[src/rtl/hamur_siparis.sv]
// Order-side controller for the dough maker: takes an order, pours flour/water/salt, starts the maker, checks its result.
// Optional pass/fail counters are enabled with `define HAMUR_SIPARIS_SAYAC_EN.
`timescale 1ns/1ps
module hamur_siparis #(
    parameter int UN_ADIM     = 8,
    parameter int SU_ADIM     = 32,
    parameter int ZAMAN_ASIMI = 15
) (
    input  logic       saat,
    input  logic       reset,
    // Order handshake: an order is taken on a rising edge where siparis_gecerli and siparis_hazir are both 1;
    // siparis_hazir does not depend on siparis_gecerli, and siparis_gecerli is ignored while busy.
    input  logic       siparis_gecerli,
    output logic       siparis_hazir,
    input  logic [1:0] hedef_kalinlik,
    input  logic       hedef_mayali,
    input  logic       hedef_tuzlu,
    output logic       basla,
    output logic [5:0] un_miktari,
    output logic [7:0] su_miktari,
    output logic [2:0] tuz_miktari,
    output logic       maya,
    input  logic [1:0] kalinlik,
    input  logic       mayali,
    input  logic       tuzlu,
    input  logic       bitti,
    output logic       sonuc_gecerli,
    output logic       sonuc_hata,
    output logic       zaman_asimi,
`ifdef HAMUR_SIPARIS_SAYAC_EN
    output logic [7:0] basarili_sayisi,
    output logic [7:0] hatali_sayisi,
`endif
    output logic [2:0] durum
);

    typedef enum logic [2:0] {
        BOS, UN_DOK, SU_DOK, TUZ_DOK, BASLA, BEKLE, KONTROL
    } durum_t;

    localparam int SW = $clog2(ZAMAN_ASIMI + 1);
    localparam logic [6:0] UN_HEDEF = 7'd40;

    durum_t          durum_q;
    logic [1:0]      h_kal;
    logic            h_maya;
    logic [7:0]      su_hedef;
    logic [2:0]      tuz_hedef;
    logic [SW-1:0]   sayac;

    // One extra bit on every step so the comparison against the target never sees a wrapped sum.
    logic [6:0]      un_sonraki;
    logic [8:0]      su_sonraki;
    logic [3:0]      tuz_sonraki;

    assign un_sonraki    = {1'b0, un_miktari} + 7'(UN_ADIM);
    assign su_sonraki    = {1'b0, su_miktari} + 9'(SU_ADIM);
    assign tuz_sonraki   = {1'b0, tuz_miktari} + 4'd1;
    assign siparis_hazir = (durum_q == BOS);
    assign durum         = durum_q;

    function automatic logic [7:0] su_tarifi(input logic [1:0] k, input logic y);
        case (k)
            2'd0:    return y ? 8'd100 : 8'd80;
            2'd1:    return y ? 8'd150 : 8'd125;
            default: return y ? 8'd255 : 8'd220;
        endcase
    endfunction

    always_ff @(posedge saat or negedge reset) begin
        if (!reset) begin
            durum_q       <= BOS;
            h_kal         <= 2'd0;
            h_maya        <= 1'b0;
            su_hedef      <= 8'd0;
            tuz_hedef     <= 3'd0;
            sayac         <= '0;
            basla         <= 1'b0;
            un_miktari    <= 6'd0;
            su_miktari    <= 8'd0;
            tuz_miktari   <= 3'd0;
            maya          <= 1'b0;
            sonuc_gecerli <= 1'b0;
            sonuc_hata    <= 1'b0;
            zaman_asimi   <= 1'b0;
`ifdef HAMUR_SIPARIS_SAYAC_EN
            basarili_sayisi <= 8'd0;
            hatali_sayisi   <= 8'd0;
`endif
        end else begin
            basla         <= 1'b0;
            sonuc_gecerli <= 1'b0;
            sonuc_hata    <= 1'b0;
            zaman_asimi   <= 1'b0;
            case (durum_q)
                BOS: begin
                    if (siparis_gecerli) begin
                        h_kal       <= hedef_kalinlik;
                        h_maya      <= hedef_mayali;
                        su_hedef    <= su_tarifi(hedef_kalinlik, hedef_mayali);
                        tuz_hedef   <= hedef_tuzlu ? 3'd6 : 3'd2;
                        un_miktari  <= 6'd0;
                        su_miktari  <= 8'd0;
                        tuz_miktari <= 3'd0;
                        maya        <= hedef_mayali;
                        if (hedef_kalinlik == 2'd3) begin
                            durum_q       <= KONTROL;
                            sonuc_gecerli <= 1'b1;
                            sonuc_hata    <= 1'b1;
                        end else begin
                            durum_q <= UN_DOK;
                        end
                    end
                end
                UN_DOK: begin
                    if (un_sonraki >= UN_HEDEF) begin
                        un_miktari <= UN_HEDEF[5:0];
                        durum_q    <= SU_DOK;
                    end else begin
                        un_miktari <= un_sonraki[5:0];
                    end
                end
                SU_DOK: begin
                    if (su_sonraki >= {1'b0, su_hedef}) begin
                        su_miktari <= su_hedef;
                        durum_q    <= TUZ_DOK;
                    end else begin
                        su_miktari <= su_sonraki[7:0];
                    end
                end
                TUZ_DOK: begin
                    if (tuz_sonraki >= {1'b0, tuz_hedef}) begin
                        tuz_miktari <= tuz_hedef;
                        durum_q     <= BASLA;
                        basla       <= 1'b1;
                    end else begin
                        tuz_miktari <= tuz_sonraki[2:0];
                    end
                end
                BASLA: begin
                    sayac   <= '0;
                    durum_q <= BEKLE;
                end
                BEKLE: begin
                    // bitti is tested first so a reply on the last allowed cycle still counts.
                    if (bitti) begin
                        durum_q       <= KONTROL;
                        sonuc_gecerli <= 1'b1;
                        sonuc_hata    <= (kalinlik != h_kal) || (mayali != h_maya) ||
                                         (tuzlu != (tuz_miktari >= 3'd5));
                    end else if (sayac == SW'(ZAMAN_ASIMI - 1)) begin
                        durum_q       <= KONTROL;
                        sonuc_gecerli <= 1'b1;
                        sonuc_hata    <= 1'b1;
                        zaman_asimi   <= 1'b1;
                    end else begin
                        sayac <= sayac + SW'(1);
                    end
                end
                KONTROL: begin
                    durum_q <= BOS;
`ifdef HAMUR_SIPARIS_SAYAC_EN
                    if (sonuc_hata) begin
                        if (hatali_sayisi != 8'hFF) hatali_sayisi <= hatali_sayisi + 8'd1;
                    end else begin
                        if (basarili_sayisi != 8'hFF) basarili_sayisi <= basarili_sayisi + 8'd1;
                    end
`endif
                end
                default: durum_q <= BOS;
            endcase
        end
    end

endmodule

[config.mk]
export PLATFORM = sky130hd
export DESIGN_NAME = hamur_siparis
export DESIGN_NICKNAME = d
export VERILOG_FILES = /design/src/rtl/hamur_siparis.sv
export SDC_FILE = /design/constraint.sdc
export NUM_CORES = 1
export LEC_CHECK = 0
export BUFFER_PORTS_ARGS = -buffer_cell sky130_fd_sc_hd__buf_2
export CORE_MARGIN = 3
export CORE_UTILIZATION = 45
export DETAILED_ROUTE_END_ITERATION = 7
export GPL_TIMING_DRIVEN = 0
export HOLD_SLACK_MARGIN = 0.05
export PLACE_DENSITY_LB_ADDON = 0.25
export SETUP_SLACK_MARGIN = 0.02
export SLEW_MARGIN = 20
export SYNTH_ARGS = -nofsm -noshare
export SYNTH_HDL_FRONTEND = slang
export SYNTH_SLANG_ARGS = --single-unit
[constraint.sdc]
create_clock -name saat -period 3.2 [get_ports saat]
set_input_delay 0.8 -clock saat [delete_from_list [all_inputs] [get_ports saat]]
set_output_delay 0.8 -clock saat [all_outputs]
set_load 0.005 [all_outputs]
* After elaboration in Yosys (flattened, before gate mapping)
Cells that the tools add are included.
W data, S select, Z words.
** Operators by class
- Add/subtract/negate cells :: 4
- Magnitude comparators :: 4
- Equality and inequality tests :: 18
- Mux-type cells :: 36
- Reduce and logical (&&, ||, !) cells :: 14
** Operators by type and width (number)
- $pmux W8 S2 :: 2
- $mux W3 :: 10
- $mux W6 :: 4
- $mux W8 :: 3
- $pmux W3 S6 :: 1
- $ne A2 B2 Y1 const B :: 6
- $pmux W6 S2 :: 1
- $add A8 B6 Y9 const B :: 1
- $ge A9 B8 Y1 :: 1
- $mux W1 :: 9
- $mux W4 :: 2
- $pmux W4 S2 :: 1
- $reduce_and A2 Y1 :: 4
- $reduce_bool A2 Y1 :: 4
- $add A6 B4 Y7 const B :: 1
- $ge A7 B6 Y1 const B :: 1
- $eq A3 B2 Y1 const B :: 2
- $eq A3 B3 Y1 const B :: 2
- $pmux W3 S2 :: 1
- $reduce_and A5 Y1 :: 1
- $add A3 B1 Y4 const B :: 1
- $add A4 B1 Y4 const B :: 1
- $eq A4 B4 Y1 const B :: 1
- $ge A4 B3 Y1 :: 1
- 12 further kinds :: 15
** Word-level totals
- Register bits after elaboration :: 42
- Input port bits :: 12
- Output and inout bits :: 26
- Logic and storage cells :: 89

* Longest topological paths before layout
- Depth after elaboration :: 5
- Mapped depth :: 8

* Worst setup path after synthesis
Ideal clock, no wire load.
- Path type :: register to register
- Start point :: register su_miktari[5]
- End point :: register durum_q[0] (netlist: durum[0])
- Setup time :: 139 ps
- Arrival time :: 2162 ps
- Required time :: 3061 ps
- Setup slack :: 899 ps
- Stages on the path, launching flop included :: 8
- Buffers on the path :: 1
- Cell sequence :: dfrtp_1 > ha_1 > ha_1 > a21oi_1 > o21ai_1 > a22o_1 > buf_6 > or4_4
** Between the ends
- Longest elaborated chain between the ends :: 4
** Ends and longest elaborated chain
- start, declared :: RTL line 20 : output logic [7:0] su_miktari,
- start signal, assigned :: RTL line 125 : su_miktari <= su_hedef;
- start signal, assigned :: RTL line 128 : su_miktari <= su_sonraki[7:0];
- $add A8 B6 Y9 :: RTL line 57 : assign su_sonraki = {1'b0, su_miktari} + 9'(SU_ADIM);
- $ge A9 B8 Y1 :: RTL line 124 : if (su_sonraki >= {1'b0, su_hedef}) begin
- $ne A2 B2 Y1 (no line)
- $reduce_and A5 Y1 (no line)
- end signal, assigned :: RTL line 72 : durum_q <= BOS;
- end signal, assigned :: RTL line 126 : durum_q <= TUZ_DOK;
- end signal, assigned :: RTL line 134 : durum_q <= BASLA;
- end, declared :: RTL line 44 : durum_t durum_q;
No other way between the ends.
A chain may end at the register's enable or synchronous reset.

* Final worst setup path
Ends and elaborated chain as after synthesis.

==> impl_results.md <==
- DP Area: 2529 µm²
- Via count: 1826
- Clock-pin slew on the worst setup and hold paths: 70 ps
- Register area share after synthesis: 41.76%
- Worst Slack Setup Final: 698.9 ps
- Syn Inst Count: 241
- Most Crowded Layer GR: met2
- Met1 Use GR: 24.09%
- Crit path time final: 2501 ps
- Worst slew pin tran: 850.5 ps
- Ys flop type: dfrtp_1
- EDFF count, synth: 0
- Commonest non-fill, non-tap cell in the layout: dfrtp_1
- Final core occ: 54.21%
- Core Area: 4817 µm²
- Initial antenna violation count: 0
- I/O pin cnt: 38
- Max-Slew Margin vs Limit: 43.30%
- M3 GR Usage: 3.638%
- Post-Place Setup Slack: 748.5 ps
- HP Class: reg2reg
- Final GP Congestion: 0.7855
- FF/Latch Area: 950.9 µm²
- Most frequent cells in the layout: dfrtp_1, buf_2, nand2_1, ha_1
- Vias in the first global route: 1680
- Synthesis-to-finish area growth: 14.67%
- Largest net degree at the start of global routing: 39
- Post-CTS Setup Bufs: 0
- Startpoint Class: flip-flop
- Die ar.: 5950 µm²
- Post_cts resized: 0
- RSZ-0062 raised after global routing: false
- Finish-stage setup viols: 0
- ANT nets after route: 0
- Max frequency: 399.8 MHz
- CTS sink count: 38
- Met2 usage: 26.86%
- IR drop worst, VDD: 402.7 µV
- Clock root buffer: clkbuf_8
- Cts hold-fix bufs: 0
- DRC: 0
- Chip height: 77.14 µm
- Hold WS: 480.2 ps
- Worst setup EP type: flip-flop
- Worst-path maximum fanout: 8
- CTS Buf Count: 5
- H-tree Lvls: 2
- Worst skew pair latency: 290 ps
- Syn Area/Cell: 9.449 µm²
- Proportion of layout cells with a drive suffix above 1: 19.57%
- Seq cells post-synth: 38
- Via/cell ratio: 5.247
- Power density cells: 973.8 nW/µm²
- Post-synthesis cell type count: 46
- Ant. Diodes: 0
- Iter 0 DRT Violations: 88
- Worst Clk Skew: 5.848 ps
- Synthesized area: 2277 µm²
- Post-layout net count: 311
- Layout fillers: 474
- Row Count: 25
- IO Port Bufs: 32
- Final Hold Vio Count: 0
- DR WL/cell: 13.76 µm
- Total number of yosys warnings: 0
- Final Max Tran Viols: 0
- Hpwl dp: 3473 µm
- Multi-input logic area: 1206 µm²
- WP data arrival: 2670 ps
- 1st-pass router iterations: 5
- Die X: 77.14 µm
- Total grt overflow: 0
- Setup TNS: 0 ps
- Gr usage total: 17.37%
- Max Cap Viol: 0
- P_leak: 1.261 nW
- Critical Path RT: 3360 ps
- Outcome: complete, no violations
- CTS tree: built
- Async set or reset register ratio after synthesis: 100.0%
- CTS Buffer Depth: 2
- Worst Path Class, Setup: reg2reg
- Period Utilization, post-route: 78.16%
- Global-route wire length before repair: 8231 µm
- Final instance area: 2611 µm²
- Initial Util: 47.27%
- Routed wire length: 4789 µm
==> cell families (layout without fill, tap and decap cells) <==
logic type | Yosys count | in the layout | synth area share, %
multiplexers | 10 | 10 | 4.615
flip-flops | 38 | 38 | 41.76
AND/OR/NAND/NOR | 82 | 82 | 19.23
adder cells (fa/ha/maj) | 17 | 17 | 9.340
XOR/XNOR | 8 | 8 | 3.077
buffers and inverters | 29 | 67 | 5.604
AO/OA/AOI/OAI | 56 | 56 | 16.21
other | 1 | 3 | 0.1647
==> registers in the layout, indices dropped and copies added, names as in the netlist <==
register	flops
su_hedef	8
sayac	4
su_miktari	8
tuz_hedef	2
basla	1
h_maya	1
h_kal	2
un_miktari	3
zaman_asimi	1
durum	3
sonuc_hata	1
tuz_miktari	3
sonuc_gecerli	1
==> routing by layer <==
layer  part of all wire (%)  wire length, µm
met5                      0                0
met3                    3.4              164
met4                    1.2               57
met2                     47             2229
met1                     49             2338
==> worst paths after layout <==
path,from,to,slack (ps),cells past startpoint
max,su_miktari[5],durum[0],700,7
min,su_hedef[1],su_hedef[1],480,2
max reg2reg,su_miktari[5],durum[0],700,7
min reg2reg,su_hedef[1],su_hedef[1],480,2
max in group asynchronous,reset,su_hedef[1],2050,1
min in group asynchronous,reset,tuz_miktari[1],620,1
==> report_power, final <==
part | switching [mW] | internal (mW) | leakage [nW]
Combinational | 0.737 | 0.605 | 0.751
Clock | 0.163 | 0.166 | 0.0431
Sequential | 0.194 | 0.679 | 0.467
==> per-stage QoR <==
stage	instances	power (mW)
after CTS	348	2.558
final	348	2.543
after global placement	342	2.194
after global routing	348	2.810
after floorplan	243	1.852
after detailed placement	342	2.225
==> cells in the mapped netlist (2+ instances only) <==
cell      count  area [µm²]
xor2_1        6       52.55
nor2b_1       2       12.51
nor2_1       15       56.30
o21ai_0      11       55.05
a21oi_1      16       80.08
ha_1         17       212.7
nor3_1        4       20.02
nor3b_1       6       45.04
nand4_1       4       25.02
buf_4         3       22.52
nand2_1      24       90.09
mux2_2        4       45.04
nand3_1       9       45.04
nand2b_1      2       12.51
a21boi_0      2       15.01
and2_1        2       12.51
or2_2         2       12.51
o31ai_1       3       22.52
a22o_1        6       52.55
o21ai_1       2       10.01
a31oi_1       8       50.05
nand3b_1      2       15.01
mux2i_1       6       60.06
dfrtp_1      38       950.9
nor4_1        2       12.51
inv_1        16       60.06
xnor2_1       2       17.52
clkbuf_1      9       33.78
==> layout make-up <==
| type | instances | area share [%] |
|---|---|---|
| plain buffers | 13 | 2.587 |
| clock buffers | 6 | 3.162 |
| inverters | 16 | 2.300 |
| multi-input cells | 176 | 46.19 |
| flip-flops and latches | 38 | 36.42 |
| well taps | 67 | 3.210 |
| repair buffers | 32 | 6.133 |
==> critical path: stages (launching register included) <==
cell and delay [ps]:
dfrtp_1 460, ha_1 370, ha_1 310, a21oi_1 160
o21ai_1 180, a22o_1 260, buf_6 150, or4_4 500
No activity file was read; power rests on OpenSTA's default activity.
